--- src/rtl/apb2axi_gateway_tagged_pkg.sv ---
// Shared types for the APB-to-AXI tagged descriptor gateway.
// Directory entry, completion record, control register and map offsets.
package apb2axi_gateway_tagged_pkg;

  localparam int unsigned ADDR_MAX_W = 64;

  localparam int unsigned OFF_ADDR_LO = 'h00;
  localparam int unsigned OFF_ADDR_HI = 'h04;
  localparam int unsigned OFF_CTRL    = 'h08;
  localparam int unsigned OFF_COMMIT  = 'h0C;
  localparam int unsigned OFF_STATUS  = 'h10;
  localparam int unsigned OFF_ENTRY   = 'h40;

  typedef enum logic [1:0] {
    E_FREE    = 2'd0,
    E_PENDING = 2'd1,
    E_ISSUED  = 2'd2,
    E_DONE    = 2'd3
  } entry_state_e;

  // Address is carried at full 64 bits; unused upper bits are zero.
  typedef struct packed {
    logic [ADDR_MAX_W-1:0] addr;
    logic [7:0]            len;
    logic [2:0]            size;
    logic                  is_write;
  } directory_entry_t;

  typedef struct packed {
    logic       is_write;
    logic       err;
    logic [1:0] resp;
    logic [7:0] beats;
  } cpl_rec_t;

  typedef struct packed {
    logic       irq_en;
    logic       is_write;
    logic [2:0] size;
    logic [7:0] len;
  } ctrl_reg_t;

  function automatic logic [31:0] entry_word(entry_state_e st,
                                             cpl_rec_t     c);
    logic [31:0] w;
    w       = '0;
    w[14]   = c.is_write;
    w[12:5] = c.beats;
    w[4]    = c.err;
    w[3:2]  = c.resp;
    w[1:0]  = st;
    return w;
  endfunction

endpackage

--- src/rtl/apb2axi_gateway_tagged_fifo.sv ---
// Tag FIFO holding the commit order of pending directory entries.
// Pop while empty is ignored; push and pop may share a cycle.
module apb2axi_gateway_tagged_fifo #(
  parameter int DEPTH = 8,
  parameter int W     = 3
) (
  input  logic         clk_i,
  input  logic         rst_ni,
  input  logic         push_i,
  input  logic [W-1:0] din_i,
  input  logic         pop_i,
  output logic [W-1:0] dout_o,
  output logic         empty_o,
  output logic         full_o
);

  localparam int PW = $clog2(DEPTH);
  localparam logic [PW:0] FULL_CNT = (PW+1)'(DEPTH);

  logic [W-1:0]  mem_q [DEPTH];
  logic [PW-1:0] wp_q;
  logic [PW-1:0] rp_q;
  logic [PW:0]   cnt_q;
  logic          do_push;
  logic          do_pop;

  assign empty_o = (cnt_q == '0);
  assign full_o  = (cnt_q == FULL_CNT);
  assign do_pop  = pop_i & ~empty_o;
  assign do_push = push_i & (~full_o | do_pop);
  assign dout_o  = mem_q[rp_q];

  // Circular buffer pointers, occupancy and storage.
  always_ff @(posedge clk_i) begin
    if (!rst_ni) begin
      wp_q  <= '0;
      rp_q  <= '0;
      cnt_q <= '0;
      for (int i = 0; i < DEPTH; i++) begin
        mem_q[i] <= '0;
      end
    end else begin
      if (do_push) begin
        mem_q[wp_q] <= din_i;
        wp_q        <= wp_q + PW'(1);
      end
      if (do_pop) begin
        rp_q <= rp_q + PW'(1);
      end
      unique case ({do_push, do_pop})
        2'b10:   cnt_q <= cnt_q + (PW+1)'(1);
        2'b01:   cnt_q <= cnt_q - (PW+1)'(1);
        default: ;
      endcase
    end
  end

endmodule

--- src/rtl/apb2axi_gateway_tagged.sv ---
// APB-programmed AXI descriptor gateway with a tagged directory.
// Commits allocate tags, completions are stored per tag for readback.
module apb2axi_gateway_tagged
  import apb2axi_gateway_tagged_pkg::*;
#(
  parameter  int AXI_ADDR_W = 48,
  parameter  int APB_ADDR_W = 16,
  parameter  int APB_DATA_W = 32,
  parameter  int DEPTH      = 8,
  localparam int TAG_W      = $clog2(DEPTH)
) (
  input  logic                  PCLK,
  input  logic                  PRESETn,
  input  logic                  PSEL,
  input  logic                  PENABLE,
  input  logic                  PWRITE,
  input  logic [APB_ADDR_W-1:0] PADDR,
  input  logic [APB_DATA_W-1:0] PWDATA,
  output logic [APB_DATA_W-1:0] PRDATA,
  output logic                  PREADY,
  output logic                  PSLVERR,
  output logic                  dir_pending_valid,
  output directory_entry_t      dir_pending_entry,
  output logic [TAG_W-1:0]      dir_pending_tag,
  input  logic                  dir_pending_pop,
  input  logic                  dir_cpl_valid,
  input  logic [TAG_W-1:0]      dir_cpl_tag,
  input  logic                  dir_cpl_is_write,
  input  logic                  dir_cpl_error,
  input  logic [1:0]            dir_cpl_resp,
  input  logic [7:0]            dir_cpl_num_beats,
  output logic                  irq
);

  localparam logic [APB_ADDR_W-1:0] A_LO   = APB_ADDR_W'(OFF_ADDR_LO);
  localparam logic [APB_ADDR_W-1:0] A_HI   = APB_ADDR_W'(OFF_ADDR_HI);
  localparam logic [APB_ADDR_W-1:0] A_CTRL = APB_ADDR_W'(OFF_CTRL);
  localparam logic [APB_ADDR_W-1:0] A_CMT  = APB_ADDR_W'(OFF_COMMIT);
  localparam logic [APB_ADDR_W-1:0] A_STAT = APB_ADDR_W'(OFF_STATUS);
  localparam logic [APB_ADDR_W-1:0] A_ENT  = APB_ADDR_W'(OFF_ENTRY);
  localparam logic [APB_ADDR_W-1:0] A_NENT = APB_ADDR_W'(DEPTH);

  logic [31:0]            addr_lo_q;
  logic [AXI_ADDR_W-33:0] addr_hi_q;
  ctrl_reg_t              ctrl_q;
  logic [TAG_W-1:0]       last_tag_q;
  logic                   cpl_err_q;
  logic                   irq_q;

  entry_state_e     state_q [DEPTH];
  directory_entry_t pay_q   [DEPTH];
  cpl_rec_t         cpl_q   [DEPTH];

  logic                  access;
  logic                  hit_lo;
  logic                  hit_hi;
  logic                  hit_ctrl;
  logic                  hit_cmt;
  logic                  hit_stat;
  logic                  hit_ent;
  logic [APB_ADDR_W-1:0] ent_off;
  logic [TAG_W-1:0]      ent_tag;

  logic             sel_err;
  logic [31:0]      sel_rdata;
  logic             commit_req;
  logic             release_req;
  logic             commit;
  logic             rel;
  logic [31:0]      status_word;
  logic [6:0]       free_cnt;
  logic             any_free;
  logic             any_done;
  logic [TAG_W-1:0] alloc_tag;
  directory_entry_t snap;

  logic             fifo_empty;
  logic             fifo_full;
  logic [TAG_W-1:0] head_tag;
  logic             pop_ok;

  assign access  = PSEL & PENABLE;
  assign hit_lo   = (PADDR == A_LO);
  assign hit_hi   = (PADDR == A_HI);
  assign hit_ctrl = (PADDR == A_CTRL);
  assign hit_cmt  = (PADDR == A_CMT);
  assign hit_stat = (PADDR == A_STAT);
  assign ent_off  = PADDR - A_ENT;
  assign ent_tag  = ent_off[TAG_W+1:2];
  assign hit_ent  = (PADDR >= A_ENT) &&
                    (PADDR[1:0] == 2'b00) &&
                    ((ent_off >> 2) < A_NENT);

  // Free count, done flag and lowest-index free tag.
  always_comb begin
    free_cnt  = '0;
    any_done  = 1'b0;
    alloc_tag = '0;
    for (int i = DEPTH - 1; i >= 0; i--) begin
      if (state_q[i] == E_FREE) begin
        free_cnt  = free_cnt + 7'd1;
        alloc_tag = TAG_W'(i);
      end
      if (state_q[i] == E_DONE) begin
        any_done = 1'b1;
      end
    end
  end

  assign any_free = (free_cnt != '0);

  // Status readback word.
  always_comb begin
    status_word              = '0;
    status_word[31]          = cpl_err_q;
    status_word[24]          = ~any_free;
    status_word[22:16]       = free_cnt;
    status_word[TAG_W-1:0]   = last_tag_q;
  end

  // Descriptor snapshot taken at commit.
  always_comb begin
    snap          = '0;
    snap.addr     = ADDR_MAX_W'({addr_hi_q, addr_lo_q});
    snap.len      = ctrl_q.len;
    snap.size     = ctrl_q.size;
    snap.is_write = ctrl_q.is_write;
  end

  // APB register decode, error and read mux.
  always_comb begin
    sel_err     = 1'b0;
    sel_rdata   = '0;
    commit_req  = 1'b0;
    release_req = 1'b0;
    unique case (1'b1)
      hit_lo:   sel_rdata = addr_lo_q;
      hit_hi:   sel_rdata = 32'(addr_hi_q);
      hit_ctrl: sel_rdata = 32'(ctrl_q);
      hit_cmt: begin
        if (PWRITE) begin
          if (any_free) commit_req = 1'b1;
          else          sel_err    = 1'b1;
        end
      end
      hit_stat: sel_rdata = status_word;
      hit_ent: begin
        sel_rdata = entry_word(state_q[ent_tag],
                               cpl_q[ent_tag]);
        if (PWRITE && PWDATA[0]) begin
          if (state_q[ent_tag] == E_DONE)
            release_req = 1'b1;
          else
            sel_err = 1'b1;
        end
      end
      default: sel_err = 1'b1;
    endcase
  end

  assign commit  = access & commit_req;
  assign rel     = access & release_req;
  assign PREADY  = 1'b1;
  assign PSLVERR = access & sel_err;
  assign PRDATA  = (access & ~PWRITE & ~sel_err)
                 ? APB_DATA_W'(sel_rdata) : '0;

  apb2axi_gateway_tagged_fifo #(
    .DEPTH (DEPTH),
    .W     (TAG_W)
  ) u_fifo (
    .clk_i   (PCLK),
    .rst_ni  (PRESETn),
    .push_i  (commit & ~fifo_full),
    .din_i   (alloc_tag),
    .pop_i   (dir_pending_pop),
    .dout_o  (head_tag),
    .empty_o (fifo_empty),
    .full_o  (fifo_full)
  );

  assign pop_ok            = dir_pending_pop & ~fifo_empty;
  assign dir_pending_valid = ~fifo_empty;
  assign dir_pending_tag   = head_tag;
  assign dir_pending_entry = pay_q[head_tag];
  assign irq               = irq_q;

  // Per-entry lifecycle: free, pending, issued, done.
  always_ff @(posedge PCLK) begin
    if (!PRESETn) begin
      for (int i = 0; i < DEPTH; i++) begin
        state_q[i] <= E_FREE;
        pay_q[i]   <= '0;
        cpl_q[i]   <= '0;
      end
    end else begin
      for (int i = 0; i < DEPTH; i++) begin
        unique case (state_q[i])
          E_FREE: begin
            if (commit && alloc_tag == TAG_W'(i)) begin
              state_q[i] <= E_PENDING;
              pay_q[i]   <= snap;
            end
          end
          E_PENDING: begin
            if (pop_ok && head_tag == TAG_W'(i))
              state_q[i] <= E_ISSUED;
          end
          E_ISSUED: begin
            if (dir_cpl_valid &&
                dir_cpl_tag == TAG_W'(i)) begin
              state_q[i]        <= E_DONE;
              cpl_q[i].is_write <= dir_cpl_is_write;
              cpl_q[i].err      <= dir_cpl_error;
              cpl_q[i].resp     <= dir_cpl_resp;
              cpl_q[i].beats    <= dir_cpl_num_beats;
            end
          end
          E_DONE: begin
            if (rel && ent_tag == TAG_W'(i)) begin
              state_q[i] <= E_FREE;
              cpl_q[i]   <= '0;
            end
          end
          default: ;
        endcase
      end
    end
  end

  // Software registers, sticky completion error and interrupt.
  always_ff @(posedge PCLK) begin
    if (!PRESETn) begin
      addr_lo_q  <= '0;
      addr_hi_q  <= '0;
      ctrl_q     <= '0;
      last_tag_q <= '0;
      cpl_err_q  <= 1'b0;
      irq_q      <= 1'b0;
    end else begin
      if (access && PWRITE && hit_lo)
        addr_lo_q <= PWDATA[31:0];
      if (access && PWRITE && hit_hi)
        addr_hi_q <= PWDATA[AXI_ADDR_W-33:0];
      if (access && PWRITE && hit_ctrl)
        ctrl_q <= ctrl_reg_t'(PWDATA[12:0]);
      if (commit)
        last_tag_q <= alloc_tag;
      if (dir_cpl_valid &&
          state_q[dir_cpl_tag] != E_ISSUED)
        cpl_err_q <= 1'b1;
      irq_q <= ctrl_q.irq_en & any_done;
    end
  end

endmodule

--- config.mk ---
export PLATFORM = sky130hd
export DESIGN_NAME = apb2axi_gateway_tagged
export DESIGN_NICKNAME = d
export VERILOG_FILES = /design/src/rtl/apb2axi_gateway_tagged_pkg.sv /design/src/rtl/apb2axi_gateway_tagged_fifo.sv /design/src/rtl/apb2axi_gateway_tagged.sv
export SDC_FILE = /design/constraint.sdc
export NUM_CORES = 1
export LEC_CHECK = 0
export BUFFER_PORTS_ARGS = -buffer_cell sky130_fd_sc_hd__buf_2
export CORE_MARGIN = 1
export CORE_UTILIZATION = 55
export DETAILED_ROUTE_END_ITERATION = 12
export GPL_TIMING_DRIVEN = 0
export PLACE_DENSITY = 0.76
export SETUP_SLACK_MARGIN = 0.15
export SYNTH_ARGS = -nofsm -noshare
export SYNTH_HDL_FRONTEND = slang
export SYNTH_SLANG_ARGS = --single-unit
--- constraint.sdc ---
create_clock -name PCLK -period 6.7 [get_ports PCLK]
set_input_delay 0 -clock PCLK [delete_from_list [all_inputs] [get_ports PCLK]]
set_output_delay 0 -clock PCLK [all_outputs]
set_load 0.01 [all_outputs]
# After elaboration in Yosys (flattened, before gate mapping)

Memories as Yosys holds them, arrays and structs flattened. A register that Yosys moved wholly into a read port is not among the register bits.
Cells that the tools add are included.

Word-level logic and storage cells: 549
Bits in writable memories: 616
Memories: 4
Output and inout bits: 115
Bits in latches: 0
Register bits after elaboration: 76
Memory bits (read-only): 0
Input bits: 70

Memories:

| name         | words | width | rd ports | clocked after Yosys merged registers in | wr ports | RTL line                          | source |
|---|---|---|---|---|---|---|---|
| pay_q        | 8     | 60    | 1        | 0                                       | 8        | apb2axi_gateway_tagged.sv:51      | `directory_entry_t pay_q [DEPTH];` |
| cpl_q        | 8     | 12    | 1        | 0                                       | 8        | apb2axi_gateway_tagged.sv:52      | `cpl_rec_t cpl_q [DEPTH];` |
| u_fifo.mem_q | 8     | 3     | 1        | 1                                       | 8        | apb2axi_gateway_tagged_fifo.sv:20 | `logic [W-1:0] mem_q [DEPTH];` |
| state_q      | 8     | 2     | 10       | 0                                       | 8        | apb2axi_gateway_tagged.sv:50      | `entry_state_e state_q [DEPTH];` |

Shifts and indexed selects: 0
Reductions and logical operators: 59
Equal/unequal tests: 61
Divide/modulo/power cells: 0
Bitwise operators: 120
Multiplexer cells: 279
Multipliers: 0
Magnitude comparators: 2
$add $sub $neg: 12

Operators with widths:

| operator                                                                       | number |
|---|---|
| 60-bit two-way mux                                                             | 8 |
| 1-bit two-way mux                                                              | 184 |
| 32-bit case mux with 5 select lines                                            | 1 |
| 8-bit two-way mux                                                              | 16 |
| 1-bit bitwise OR                                                               | 105 |
| 2-bit two-way mux                                                              | 49 |
| 3-bit == test (second input constant)                                          | 16 |
| 7-bit by 1-bit adder with 7-bit output (second input constant)                 | 6 |
| 7-bit two-way mux                                                              | 6 |
| 1-bit logical AND                                                              | 40 |
| 2-bit == test (second input constant)                                          | 18 |
| 3-bit two-way mux                                                              | 12 |
| 16-bit by 4-bit == test with 1-bit output (second input constant)              | 2 |
| 32-bit two-way mux                                                             | 1 |
| 3-bit by 2-bit == test with 1-bit output (second input constant)               | 8 |
| 2-bit by 1-bit == test with 1-bit output (second input constant)               | 9 |
| 2-bit logical NOT                                                              | 9 |
| 16-bit by 3-bit == test with 1-bit output (second input constant)              | 1 |
| 16-bit by 5-bit == test with 1-bit output (second input constant)              | 1 |
| 16-bit by 7-bit >= comparator with 1-bit output (second input constant)        | 1 |
| 16-bit logical NOT                                                             | 1 |
| 16-bit by 7-bit subtractor with 16-bit output (second input constant)          | 1 |
| 14-bit by 4-bit less-than comparator with 1-bit output (second input constant) | 1 |
| 3-bit by 1-bit == test with 1-bit output (second input constant)               | 4 |
| 16 further kinds                                                               | 33 |

# Longest topological paths before layout

An unclocked memory read counts as a cell.

Depth after elaboration: 31
Gate-level depth with buffers: 35
Mapped depth without buffers: 33

# Cells and area by module

Synthesis repeated with hierarchy kept, for this count alone.

Cell total of the unflattened synthesis: 2,345
Area, all modules: 31,800.5 um^2

By module, submodules not included:

| module                      | seq. area each (um^2) | cells an instance | times used | area an instance (um^2) |
|---|---|---|---|---|
| apb2axi_gateway_tagged      | 19,098.3              | 2,190             | 1          | 29,998.8 |
| apb2axi_gateway_tagged_fifo | 980.9                 | 155               | 1          | 1,801.7 |

# Worst setup path after synthesis

No wires, ideal clock.

Path kind: register to register
From: memory state_q[6][1] (netlist name)
To: memory pay_q[5][0] (netlist name), enable pin
Slack: -467 ps
Setup time: 666 ps
Clock period less this slack: 7,167 ps
Path buffers: 2
Data required time: 6,034 ps
Stages on the path, launching flop included: 28
Data arrival time: 6,501 ps
Cell sequence: edfxtp_1 > or2_2 > ha_1 > xnor2_2 > ha_1 > nor3_1 > a31oi_2 > ha_1 > mux2i_1 > inv_1 > ha_1 > nor3_1 > a21oi_1 > o21ai_1 > inv_1 > ha_1 > nand2_1 > o21ai_0 > ha_1 > and2_1 > a211oi_1 > a41o_1 > nor3_2 > or4b_1 > buf_4 > nand3_4 > buf_2 > nand2_1

RTL lines:

| what               | RTL line |
|---|---|
| start: declaration | apb2axi_gateway_tagged.sv:50 |
| end: declaration   | apb2axi_gateway_tagged.sv:51 |

==> impl_metrics.py <==
metrics = {
    "clocking": {
        "clockBufferDepth": 3,
        "clockRootBuffer": "clkbuf_16",
        "path_clk_slew_ns": 0.06,
        "clock-sinks": 695,
        "insertion_delay_ns": 0.62,
        "htree_num_levels": 3,
        "tritoncts": "yes",
        "cts_buffers": 70,
    },
    "setup_path": {
        "slowest_delay_ns": 0.57,
        "cp.arrival_ns": 6.92,
        "cp_common_cell": "ha_4",
        "r2r_slack_ns": 0.32,
        "crit_path_start_kind": "flop",
        "cp_slowest_cell": "or4b_4",
        "end_kind": "flop",
        "path_class": "flop to flop",
        "cp_max_fo": 9,
        "worstPathRequired_ns": 7.24,
    },
    "placed_design": {
        "place_congestion": 0.945,
        "port_buffers": 163,
        "pre_cts_slack_ns": -0.806,
        "dp_hpwl_um": 64100,
        "dp.cells": 4049,
    },
    "run_status": {
        "status": "finished, final reports clean",
    },
    "synthesis": {
        "syn_avg_cell_area_um2": 10.4,
        "synth_edf_count": 616,
        "synth_cells": 3100,
        "synthArstFlopShare_pct": 0,
        "synth_top_flop_cell": "edfxtp_1",
        "seq_area_frac_synth_pct": 62.4,
        "synthesis.area_um2": 32200,
        "synth_warnings": 0,
        "ys_ff_latch": 695,
        "yosysUniqueCellTypes": 74,
    },
    "min_path": {
        "hold_path_class": "input pin to flop",
    },
    "global_route": {
        "grtUsageTotal_pct": 31.1,
        "gr-total-overflow": 0,
        "antenna_found_initial": 4,
        "grt_pass1_vias": 24243,
        "grt_pass1_wl_um": 140000,
        "grt_max_degree": 61,
    },
    "timing": {
        "worst_pin_slew_ns": 1.41,
        "setup_viol": 0,
        "grt_setup_unrepaired": "true",
        "skew_ns": 0.0270,
        "slew_headroom_pct": 5.29,
        "final-hold-violation-count": 0,
        "drv_slew": 0,
        "min_period_ns": 6.38,
        "setup_ws_ns": 0.316,
        "max_freq_mhz": 157,
        "timing.final.crit_share_pct": 95.3,
    },
    "finish": {
        "layout.cells.non_filler": 4260,
        "nNetsFinal": 3519,
        "nFillCells": 4348,
        "layout-drive-gt1-share_pct": 15.4,
        "area_delta_synth_final_pct": 16.5,
        "final_core_util_pct": 64.9,
    },
    "power": {
        "peakVddDrop_uv": 180,
        "power.density_nw_per_um2": 254,
        "power_mw": 9.52,
        "p_leak_nw": 14.0,
    },
    "detailed_routing": {
        "drtAntennaViolNets": 0,
        "drtIter0Drc": 2794,
        "drc": 0,
        "detail_route.wl_per_cell_um": 22.2,
        "dr.pass1.iters": 8,
        "wirelength_um": 94400,
        "dr_total_vias": 24990,
        "via_per_inst": 5.87,
    },
    "floorplan": {
        "die_w_um": 244,
        "core_area_um2": 57700,
        "die_y_um": 244,
        "die_area_um2": 59400,
        "start_util_pct": 55.7,
        "pin_count": 185,
        "std_cell_rows": 88,
    },
    "run": {
        "max_cap_viol_count": 0,
    },
}
## through the flow
stage / setup TNS (ns) / hold WS (ns) / instance area (um2)
after floorplan: 0 / 0.111 / 32300
after global placement: -323.08 / 0.247 / 34100
after detailed placement: -235.35 / 0.251 / 34200
after CTS: 0 / 0.0823 / 37100
after global routing: -0.0548 / 0.196 / 37500
final: 0 / 0.128 / 37500
## power breakdown
group          internal [mW]  switching, mW  total, mW
Clock                   2.17           1.68       3.85
Combinational          0.292          0.500      0.792
Sequential              4.83         0.0448       4.88
## Yosys cell counts (all sizes together), types with 2 or more instances
library cell,n,area [um2]
nor2b,9,56.3
xor2,10,103
nand3b,3,22.5
nand2b,13,81.3
or2,6,37.5
a41o,3,30.0
nor4b,3,47.5
ha,13,163
a31oi,2,18.8
nor4,7,43.8
o31a,2,17.5
or3,5,31.3
a22oi,21,158
or4,3,22.5
inv,73,274
mux2i,19,190
and3,13,81.3
nand4b,5,43.8
nand3,323,1660
nand2,778,2920
a41oi,3,26.3
mux2,5,56.3
nor3b,4,41.3
a21oi,100,500
a222oi,4,40.0
nand4,8,50.1
xnor2,9,101
conb,2,7.51
a31o,8,70.1
clkbuf,142,533
a211oi,3,22.5
nor3,34,175
xnor3,3,68.8
buf,78,510
a21boi,2,15.0
nor2,441,1810
and2,114,713
dfxtp,79,1580
mux4,35,788
edfxtp,616,18500
o21ai,85,425
## path summary, 6_finish.rpt
| kind | startpoint | to | cells after the start |
|---|---|---|---|
| setup / recovery | state_q[6][0]$_SDFFCE_PP0P_ | u_fifo.cnt_q[2]$_SDFFE_PN0P_ | 33 |
| hold / removal | dir_cpl_tag[0] | state_q[7][1]$_SDFFCE_PP0P_ | 3 |
| setup reg to reg | state_q[6][0]$_SDFFCE_PP0P_ | u_fifo.cnt_q[2]$_SDFFE_PN0P_ | 33 |
| hold reg to reg | ctrl_q[10]$_SDFFE_PN0P_ | ctrl_q[10]$_SDFFE_PN0P_ | 2 |
## cell type report
cell class                      instances  area (um2)  share of cell area, %
Clock inverter                         38         258                  0.688
Clock buffer                           91        1980                   5.27
Inverter                               74         278                  0.742
Buffer                                220        1070                   2.86
Antenna cell                            2        5.00                 0.0134
Sequential cell                       695       20100                   53.6
Timing Repair Buffer                  240        1580                   4.23
Multi-Input combinational cell       2135       11200                   30.0
Tap cell                              765         957                   2.56
## layout by cell type (no fill, tap or decap), types with 14 or more instances in the layout
cell / instances
clkbuf_16: 74
clkbuf_1: 152
nand2_1: 772
a22oi_1: 21
inv_1: 70
buf_2: 177
clkinv_2: 15
a21oi_1: 98
mux4_2: 35
nand3_1: 318
dfxtp_1: 79
nor2_1: 377
nor3_1: 31
conb_1: 17
nor2_2: 63
dlygate4sd3_1: 49
o21ai_0: 82
edfxtp_1: 616
and2_1: 113
buf_1: 17
mux2i_1: 15
clkinv_1: 14
buf_4: 59
## cell families (layout without fill, tap and decap cells)
family / Yosys count / after routing / synth area share, %
simple gates: 1772 / 1781 / 24.5
flops: 695 / 695 / 62.4
buf+inv: 294 / 663 / 4.11
compound gates: 243 / 243 / 4.40
mux: 59 / 59 / 3.22
xor+xnor: 22 / 22 / 0.848
fa+ha+maj: 13 / 13 / 0.506
other cells: 2 / 19 / 0.0234
## worst max-delay path: cells and delay by family (launching register included)
| kind | cells | cell delay (ns) |
|---|---|---|
| multiplexers | 2 | 0.44 |
| AO/OA/AOI/OAI | 7 | 0.75 |
| flip-flops | 1 | 0.43 |
| buffers and inverters | 4 | 0.43 |
| adder cells (fa/ha/maj) | 7 | 1.50 |
| XOR/XNOR | 2 | 0.33 |
| AND/OR/NAND/NOR | 11 | 2.43 |
## registers in the layout, indices dropped and copies added, names as in the netlist, named ones only
register and count:
addr_lo_q 32, irq 1, last_tag_q 3, pay_q 480
u_fifo.cnt_q 4, state_q 16, u_fifo.mem_q 24, u_fifo.rp_q 3
cpl_err_q 1, ctrl_q 13, cpl_q 96, u_fifo.wp_q 3
addr_hi_q 16
## routing by layer
metal	share of wire, %	track usage [%]
met1	37	40.0
met5	0.011	0
met3	9.5	4.81
met2	48	51.0
met4	5.3	16.5
## repair_timing
action,4_1_cts,5_1_grt
pin swaps,2,9
cloned,6,3
buffers inserted,9,13
hold endpoints to repair,164,0
hold buffers,49,0
gates resized for setup,23,30
endpoints found under the setup margin,795,520
(Power assumes the default switching activity.)
